### src/rtl/word_serializer.sv
// Parallel-to-serial word shifter, LSB first, with frame start/last/busy strobes.
// Define WORD_SERIALIZER_GAP_EN to force an idle cycle between consecutive frames.
module word_serializer #(
  parameter int WIDTH = 8
) (
  input  logic             t_clock,
  input  logic             r,
  input  logic [WIDTH-1:0] din,
  input  logic             din_valid,
  output logic             din_ready,
  output logic             sout,
  output logic             sfrm,
  output logic             slast,
  output logic             sbusy
);
  localparam int CW = $clog2(WIDTH);
  localparam logic [CW-1:0] LAST = CW'(WIDTH - 1);

  typedef enum logic {IDLE, SHIFT} state_t;

  state_t           state, state_nx;
  logic [WIDTH-1:0] shift_reg, shift_nx;
  logic [CW-1:0]    cnt, cnt_nx;
  logic             sout_nx, sfrm_nx, slast_nx, sbusy_nx;
  logic             last_bit, accept;

  // cnt is the index of the bit currently on sout
  assign last_bit = (state == SHIFT) && (cnt == LAST);

`ifdef WORD_SERIALIZER_GAP_EN
  assign din_ready = !r && (state == IDLE);
`else
  assign din_ready = !r && ((state == IDLE) || last_bit);
`endif

  assign accept = din_valid && din_ready;

  always_ff @(posedge t_clock) begin
    if (r) state <= IDLE;
    else   state <= state_nx;
  end

  always_comb begin
    state_nx = state;
    case (state)
      IDLE:    if (accept) state_nx = SHIFT;
      SHIFT:   if (last_bit && !accept) state_nx = IDLE;
      default: state_nx = IDLE;
    endcase
  end

  // Bit 0 goes straight to the output register on acceptance; the shift
  // register then holds only the bits still to come.
  always_comb begin
    shift_nx = shift_reg;
    cnt_nx   = cnt;
    sout_nx  = 1'b0;
    sfrm_nx  = 1'b0;
    slast_nx = 1'b0;
    sbusy_nx = 1'b0;
    if (accept) begin
      shift_nx = din >> 1;
      cnt_nx   = '0;
      sout_nx  = din[0];
      sfrm_nx  = 1'b1;
      sbusy_nx = 1'b1;
    end else if ((state == SHIFT) && !last_bit) begin
      shift_nx = shift_reg >> 1;
      cnt_nx   = cnt + 1'b1;
      sout_nx  = shift_reg[0];
      slast_nx = ((cnt + 1'b1) == LAST);
      sbusy_nx = 1'b1;
    end
  end

  always_ff @(posedge t_clock) begin
    if (r) begin
      shift_reg <= '0;
      cnt       <= '0;
      sout      <= 1'b0;
      sfrm      <= 1'b0;
      slast     <= 1'b0;
      sbusy     <= 1'b0;
    end else begin
      shift_reg <= shift_nx;
      cnt       <= cnt_nx;
      sout      <= sout_nx;
      sfrm      <= sfrm_nx;
      slast     <= slast_nx;
      sbusy     <= sbusy_nx;
    end
  end
endmodule

### config.mk
export PLATFORM = sky130hd
export DESIGN_NAME = word_serializer
export DESIGN_NICKNAME = d
export VERILOG_FILES = /design/src/rtl/word_serializer.sv
export SDC_FILE = /design/constraint.sdc
export NUM_CORES = 1
export LEC_CHECK = 0
export BUFFER_PORTS_ARGS = -buffer_cell sky130_fd_sc_hd__buf_2
export CAP_MARGIN = 20
export CORE_MARGIN = 3
export CORE_UTILIZATION = 50
export CTS_BUF_LIST = sky130_fd_sc_hd__clkbuf_4 sky130_fd_sc_hd__clkbuf_8 sky130_fd_sc_hd__clkbuf_16
export DETAILED_ROUTE_END_ITERATION = 8
export PLACE_DENSITY_LB_ADDON = 0.25
export SLEW_MARGIN = 5
export SYNTH_ARGS = -nofsm -noshare
export SYNTH_HDL_FRONTEND = slang
export SYNTH_SLANG_ARGS = --single-unit
### constraint.sdc
create_clock -name t_clock -period 4.08 [get_ports t_clock]
set_input_delay 0.816 -clock t_clock [delete_from_list [all_inputs] [get_ports t_clock]]
set_output_delay 0.816 -clock t_clock [all_outputs]
set_load 0.01 [all_outputs]
* After elaboration in Yosys (flattened, before gate mapping)
Index checks and enable logic that the tools add are counted.
** Cells by class
- Add/subtract/negate cells :: 1
- $mul :: 0
- Div/mod/pow operators :: 0
- $lt $le $gt $ge :: 0
- Equal/unequal tests :: 2
- Shift-type cells :: 0
- Multiplexer cells :: 9
- Bitwise logic cells :: 2
- Reductions and logical operators :: 12
** Operators by type and width (count)
- 2-to-1 mux 7 bit :: 2
- equality test 3 bit (second input constant) :: 2
- 2-to-1 mux 1 bit :: 6
- logical AND 1 bit :: 5
- adder 3 x 1 -> 3 bit (second input constant) :: 1
- logical NOT 1 bit :: 3
- OR reduction 3 bit :: 1
- inverter 1 bit :: 2
- one-hot mux 1 bit (2 select lines) :: 1
- nonzero test 2 bit :: 1
- OR reduction 2 bit :: 1
- logical OR 1 bit :: 1
** Storage, ports and cells
- Register bits after elaboration :: 15
- Bits in latches :: 0
- Memory bits (writable) :: 0
- Memory bits (read-only) :: 0
- Bits of input ports :: 11
- Output and inout bits :: 5
- Word-level logic and storage cells :: 33
- Memories :: 0

* Depth between registers and ports, before layout
Gate-level depths: netlist (run 1).
- Word-level depth :: 9
- Mapped depth :: 7
- Mapped depth without buffers :: 5

* Least setup slack after synthesis (run 1)
No wires, ideal clock.
- Path kind :: flip-flop to output port
- From :: register cnt[1]
- To :: output port din_ready
- Arrival time :: 1.024 ns
- Required time :: 3.264 ns
- Setup slack :: 2.240 ns
- Stages on the path, launching flop included :: 5
- Buffers on the path :: 0
- Cell sequence :: dfxtp_1 -> ha_1 -> ha_1 -> and2b_1 -> nor2_1
** On the way
- Cells in the longest elaborated chain, start to end :: 4
** Ends and longest elaborated chain
- from (decl) :: line 23 : logic [CW-1:0] cnt, cnt_nx;
- from (signal assigned) :: line 86 : cnt <= cnt_nx;
- equality test 3 bit :: line 28 : assign last_bit = (state == SHIFT) && (cnt == LAST);
- logical AND 1 bit :: line 28
- logical OR 1 bit :: line 33 : assign din_ready = !r && ((state == IDLE) || last_bit);
- logical AND 1 bit :: line 33
- to (decl) :: line 10 : output logic din_ready,
Every way passes these cells.

* Worst setup path in the final report (run 1)
- From :: register cnt[0]
- To :: output port din_ready
Same word-level chain as after synthesis.

==> flow_summary_export.csv, run 1 <==
group,metric,value,unit
power_and_ir_drop,p_total,0.2844,mW
yosys,synth_cell_type_count,19,
yosys,synth.avg_cell_area,10.42,um^2
power_and_ir_drop,powerDensity,378.8,nW/um^2
drt,totalWireLength,1059,um
cells_and_area,largest_reg_flops,7,
critical_path,cp-end-kind,"output pin",
clock_tree,postCtsResizedCells,0,
clock_tree,clkLatencyLatePin,270,ps
yosys,yosysWarningCount,0,
global_routing,grtUsageTotal,0.1284,
drt,drt_iter0_drc,4,
critical_path,cp_slowest_stage_delay,330,ps
timing,worst_slew_pin_slew,303.6,ps
drt,viasPerCell,5.183,
clock_tree,cts_buffer_depth,2,
timing,setup_viol,0,
critical_path,crit_top_cell,"ha_1",
floorplan,die_x,42.52,um
hold_path,hp-class,"flop to flop",
status,status,"complete, no violations",
cells_and_area,nets,94,
drt,ant_nets,0,
placement,routabilityCongestion,0.6805,
timing,timing_hold_violations_final,0,
critical_path,worst_path_max_delay_cell,"dfxtp_1",
critical_path,critPathMaxFanout,6,
placement,dpl_cell_area,720.7,um^2
clock_tree,cts_made_buffers,3,
timing,timing.final.crit_period,2323,ps
yosys,synth_cells,64,
global_routing,grt_pass1_vias,448,
timing,fmax,0.4305,GHz
yosys,synth_top_area_frac,0.4503,
timing,finalClockSkew,7.911,ps
clock_tree,clkTransAtPathRegs,90,ps
placement,port_buffers,15,
cells_and_area,postLayoutCoreUtil,0.6410,
yosys,syn_nets,78,
floorplan,initial_core_util,0.5694,
placement,place_inst,89,
timing,worst_hold_slack,470.3,ps
global_routing,grt_max_degree,18,
cells_and_area,fin_cells,93,
drt,drtPass1Iterations,4,
yosys,yosys.area.top_type,"dfxtp_1",
floorplan,row_count,12,
placement,place_worst_setup_slack,1916,ps
clock_tree,cts_sinks,15,
timing,timing.slew.headroom,0.7976,
critical_path,cpLargestDelayFamily,"adder cells",
critical_path,timing_worst_setup_path_type,"flop to output pin",
critical_path,path_buf_inv,1,
cells_and_area,diodes,0,
yosys,seq_area_frac_synth,0.4503,
timing,finalCritPeriodShare,0.5693,
drt,wl_per_cell,11.39,um
power_and_ir_drop,ir_drop,0.0001891,V
cells_and_area,n_fill_cell,103,
clock_tree,cts_tree,"built",
cells_and_area,design_area,750.7,um^2
timing,setup_slack,1757,ps
critical_path,cp-start-kind,"flop",
yosys,yosys-top-cells-area,"dfxtp_1 45%, mux2i_1 12%, a211oi_2 7.5%",
drt,num_vias,482,
critical_path,cp.arrival,1510,ps
critical_path,crit_chain,"ha_1 > ha_1 > and2b_1 > nor2_1 > buf_2",
yosys,synth_area,666.9,um^2
global_routing,grt_pass1_wl,1773,um
job,cap_violations,0,
global_routing,gr-total-overflow,0,
clock_tree,hold_buffers,0,
floorplan,die_area,1808,um^2
floorplan,core,1171,um^2
placement,dp_hpwl,775.8,um
clock_tree,root_buffer,"clkbuf_4",
global_routing,antenna_found_initial,0,
clock_tree,htreeDepth,1,
yosys,ys_ff_latch,15,
critical_path,crit_required,3260,ps
cells_and_area,drive_gt1_frac,0.3291,
timing,setup_tns,0,ps
timing,slew_viol_final,0,
floorplan,io_pins,16,
power_and_ir_drop,p_leak,0.3500,nW
cells_and_area,synthToLayoutAreaGrowth,12.57,%
timing,rsz0062_at_grt,"no",
drt,post-route-drc-count,0,
floorplan,die_h,42.52,um
clock_tree,post_cts_buffers,0,
==> area by class of cell <==
type | count | area [um^2] | share of cell area
Timing Repair Buffer | 15 | 75.07 | 0.1000
Multi-Input combinational cell | 44 | 324.1 | 0.4317
Tap cell | 14 | 17.52 | 0.02333
Sequential cell | 15 | 300.3 | 0.4000
Inverter | 1 | 3.754 | 0.005000
Clock buffer | 4 | 30.03 | 0.04000
==> power by group <==
part | leakage [nW] | switching, mW | internal, mW | total (mW)
Sequential | 0.124 | 0.00464 | 0.156 | 0.160
Combinational | 0.208 | 0.0203 | 0.0174 | 0.0377
Clock | 0.0184 | 0.0421 | 0.0445 | 0.0865
==> synth_stat cells, drive strengths merged <==
cell type and n:
a211oi 6, a21oi 3, and2 1, and2b 2
buf 4, dfxtp 15, ha 3, inv 1
mux2i 8, nand2 3, nand2b 2, nand3 1
nand3b 2, nor2 11, nor3 2
==> cells by family (layout without fill, tap and decap cells) <==
kind of cell / Yosys count / after routing / share of synthesized area
and+or+nand+nor: 24 / 24 / 0.1895
DFF: 15 / 15 / 0.4503
AOI/OAI and AO/OA: 9 / 9 / 0.1201
muxes: 8 / 8 / 0.1201
buffers and inverters: 5 / 20 / 0.06377
adders and majority gates: 3 / 3 / 0.05629
==> worst min-delay path, delay by kind of cell (launching register included) <==
kind | cells | cell delay (ps)
AOI/OAI and AO/OA | 1 | 50
DFF | 1 | 320
and+or+nand+nor | 1 | 50
==> final timing paths <==
path,endpoint,cells after the start,slack [ps],from
setup / recovery,din_ready,5,1760,cnt[0]$_SDFFE_PP0P_
hold / removal,sout$_SDFF_PP0_,2,470,shift_reg[0]$_SDFFE_PP0P_
setup reg to reg,sfrm$_SDFF_PP0_,5,2710,cnt[0]$_SDFFE_PP0P_
hold reg to reg,sout$_SDFF_PP0_,2,470,shift_reg[0]$_SDFFE_PP0P_
==> per-layer routing <==
layer  global-route usage  share of wire
met5                    0              0
met4              0.05590          0.010
met3              0.03863          0.047
met2               0.2097           0.48
met1               0.1536           0.47
==> cell usage in the layout (no fill, tap or decap), types with 2 or more instances in the layout <==
| cell type | instances |
|---|---|
| dfxtp_1 | 15 |
| buf_2 | 15 |
| nor2_1 | 11 |
| mux2i_1 | 8 |
| a211oi_2 | 4 |
| clkbuf_4 | 4 |
| nand2_1 | 3 |
| a21oi_1 | 3 |
| ha_1 | 3 |
| nand3b_1 | 2 |
| a211oi_1 | 2 |
| nor3_1 | 2 |
(Power assumes the default switching activity.)
==> run 2, diff against run 1 <==
--- a/config.mk
+++ b/config.mk
@@ -8,7 +8,7 @@
 export BUFFER_PORTS_ARGS = -buffer_cell sky130_fd_sc_hd__buf_2
 export CAP_MARGIN = 20
 export CORE_MARGIN = 3
-export CORE_UTILIZATION = 50
+export CORE_UTILIZATION = 49
 export CTS_BUF_LIST = sky130_fd_sc_hd__clkbuf_4 sky130_fd_sc_hd__clkbuf_8 sky130_fd_sc_hd__clkbuf_16
 export DETAILED_ROUTE_END_ITERATION = 8
 export PLACE_DENSITY_LB_ADDON = 0.25
==> constraint.sdc (replaced) <==
create_clock -name t_clock -period 2.15 [get_ports t_clock]
set_input_delay 0.43 -clock t_clock [delete_from_list [all_inputs] [get_ports t_clock]]
set_output_delay 0.43 -clock t_clock [all_outputs]
set_load 0.01 [all_outputs]
==> flow_summary_export.csv, run 2 (synthesis results as in run 1) <==
group,metric,value,unit
global_routing,grt_max_degree,18,
timing,timing.slew.headroom,0.7977,
timing,finalClockSkew,0.8050,ps
clock_tree,root_buffer,"clkbuf_4",
drt,wl_per_cell,11.09,um
placement,place_worst_setup_slack,527.4,ps
timing,finalCritPeriodShare,0.8891,
critical_path,crit_top_cell,"ha_1",
floorplan,die_x,42.89,um
timing,timing_hold_violations_final,0,
placement,port_buffers,15,
global_routing,antenna_found_initial,0,
cells_and_area,synthToLayoutAreaGrowth,12.57,%
power_and_ir_drop,p_leak,0.3500,nW
clock_tree,cts_buffer_depth,2,
critical_path,cp.arrival,1480,ps
clock_tree,clkLatencyLatePin,270,ps
clock_tree,cts_made_buffers,3,
drt,num_vias,458,
clock_tree,cts_sinks,15,
power_and_ir_drop,ir_drop,0.0005062,V
clock_tree,htreeDepth,1,
drt,drtPass1Iterations,4,
critical_path,crit_chain,"ha_1 > ha_1 > and2b_1 > nor2_1 > buf_2",
cells_and_area,final_cell_mix,"15 x dfxtp_1, 15 x buf_2, 11 x nor2_1, 8 x mux2i_1",
drt,ant_nets,0,
floorplan,row_count,12,
clock_tree,hold_buffers,0,
cells_and_area,n_fill_cell,106,
cells_and_area,largest_reg_flops,7,
global_routing,gr-total-overflow,0,
critical_path,cp-end-kind,"output pin",
cells_and_area,drive_gt1_frac,0.3291,
floorplan,die_area,1840,um^2
critical_path,critPathMaxFanout,6,
critical_path,cp_slowest_stage_delay,330,ps
power_and_ir_drop,powerDensity,720.8,nW/um^2
drt,post-route-drc-count,0,
timing,rsz0062_at_grt,"no",
floorplan,core,1186,um^2
floorplan,io_pins,16,
timing,setup_viol,0,
hold_path,hp-class,"input port to flop",
drt,totalWireLength,1031,um
critical_path,cp-start-kind,"flop",
critical_path,worst_path_max_delay_cell,"dfxtp_1",
placement,place_inst,89,
timing,worst_slew_pin_slew,303.5,ps
clock_tree,postCtsResizedCells,0,
job,cap_violations,0,
drt,viasPerCell,4.925,
drt,drt_iter0_drc,3,
timing,setup_slack,238.3,ps
clock_tree,cts_tree,"built",
cells_and_area,fin_cells,93,
cells_and_area,nets,94,
critical_path,timing_worst_setup_path_type,"flop to output pin",
placement,dp_hpwl,771.8,um
clock_tree,clkTransAtPathRegs,90,ps
floorplan,initial_core_util,0.5622,
timing,slew_viol_final,0,
clock_tree,post_cts_buffers,0,
hold_path,holdPathStages,3,
timing,fmax,0.5231,GHz
critical_path,ff2ff_path_depth,5,
cells_and_area,diodes,0,
timing,setup_tns,0,ps
global_routing,grt_pass1_wl,1662,um
floorplan,die_h,42.89,um
placement,routabilityCongestion,0.6304,
critical_path,crit_required,1720,ps
timing,timing.final.crit_period,1912,ps
status,status,"complete, no violations",
global_routing,grt_pass1_vias,405,
global_routing,grtUsageTotal,0.1155,
-- run 2: metal layers --
metal / up-vias / part of all wire / global-route usage
met2: 13 / 0.40 / 0.1856
met1: 192 / 0.51 / 0.1509
met5: - / 0 / 0
met4: 0 / 0.011 / 0.01863
li1: 251 / - / -
met3: 2 / 0.076 / 0.03814
-- run 2: layout make-up --
class                   instances  area, um^2  share of cell area
multi-input cells              44       324.1              0.4317
flip-flops and latches         15       300.3              0.4000
repair buffers                 15       75.07              0.1000
clock buffers                   4       30.03             0.04000
well taps                      14       17.52             0.02333
inverters                       1       3.754            0.005000
-- run 2: worst paths after layout --
check        slack, ps                       from              end
min reg2reg        470  shift_reg[0]$_SDFFE_PP0P_  sout$_SDFF_PP0_
max                240        cnt[0]$_SDFFE_PP0P_        din_ready
min                440                     din[0]  sout$_SDFF_PP0_
max reg2reg        790        cnt[0]$_SDFFE_PP0P_  sfrm$_SDFF_PP0_
-- run 2: critical path: cells and delay by family (launching register included) --
kind,cells,cell delay [ps]
and+or+nand+nor,2,350
adders and majority gates,2,380
buffers and inverters,1,150
DFF,1,330
-- run 2: stage by stage --
stage | power, mW | cell area (um^2) | util | hold WS, ps
6_report | 0.5411 | 750.7 | 0.6329 | 435.3
3_3_place_gp | 0.3812 | 720.7 | 0.6076 | 463.5
2_1_floorplan | 0.3664 | 666.9 | - | 431.2
5_1_grt | 0.5752 | 750.7 | 0.6329 | 425.2
3_5_place_dp | 0.3827 | 720.7 | 0.6076 | 450.0
4_1_cts | 0.5454 | 750.7 | 0.6329 | 434.7
-- run 2: power by group --
group | internal (mW) | switching [mW] | total, mW
Clock | 0.0843 | 0.0818 | 0.166
Combinational | 0.0331 | 0.0380 | 0.0711
Sequential | 0.295 | 0.00874 | 0.304
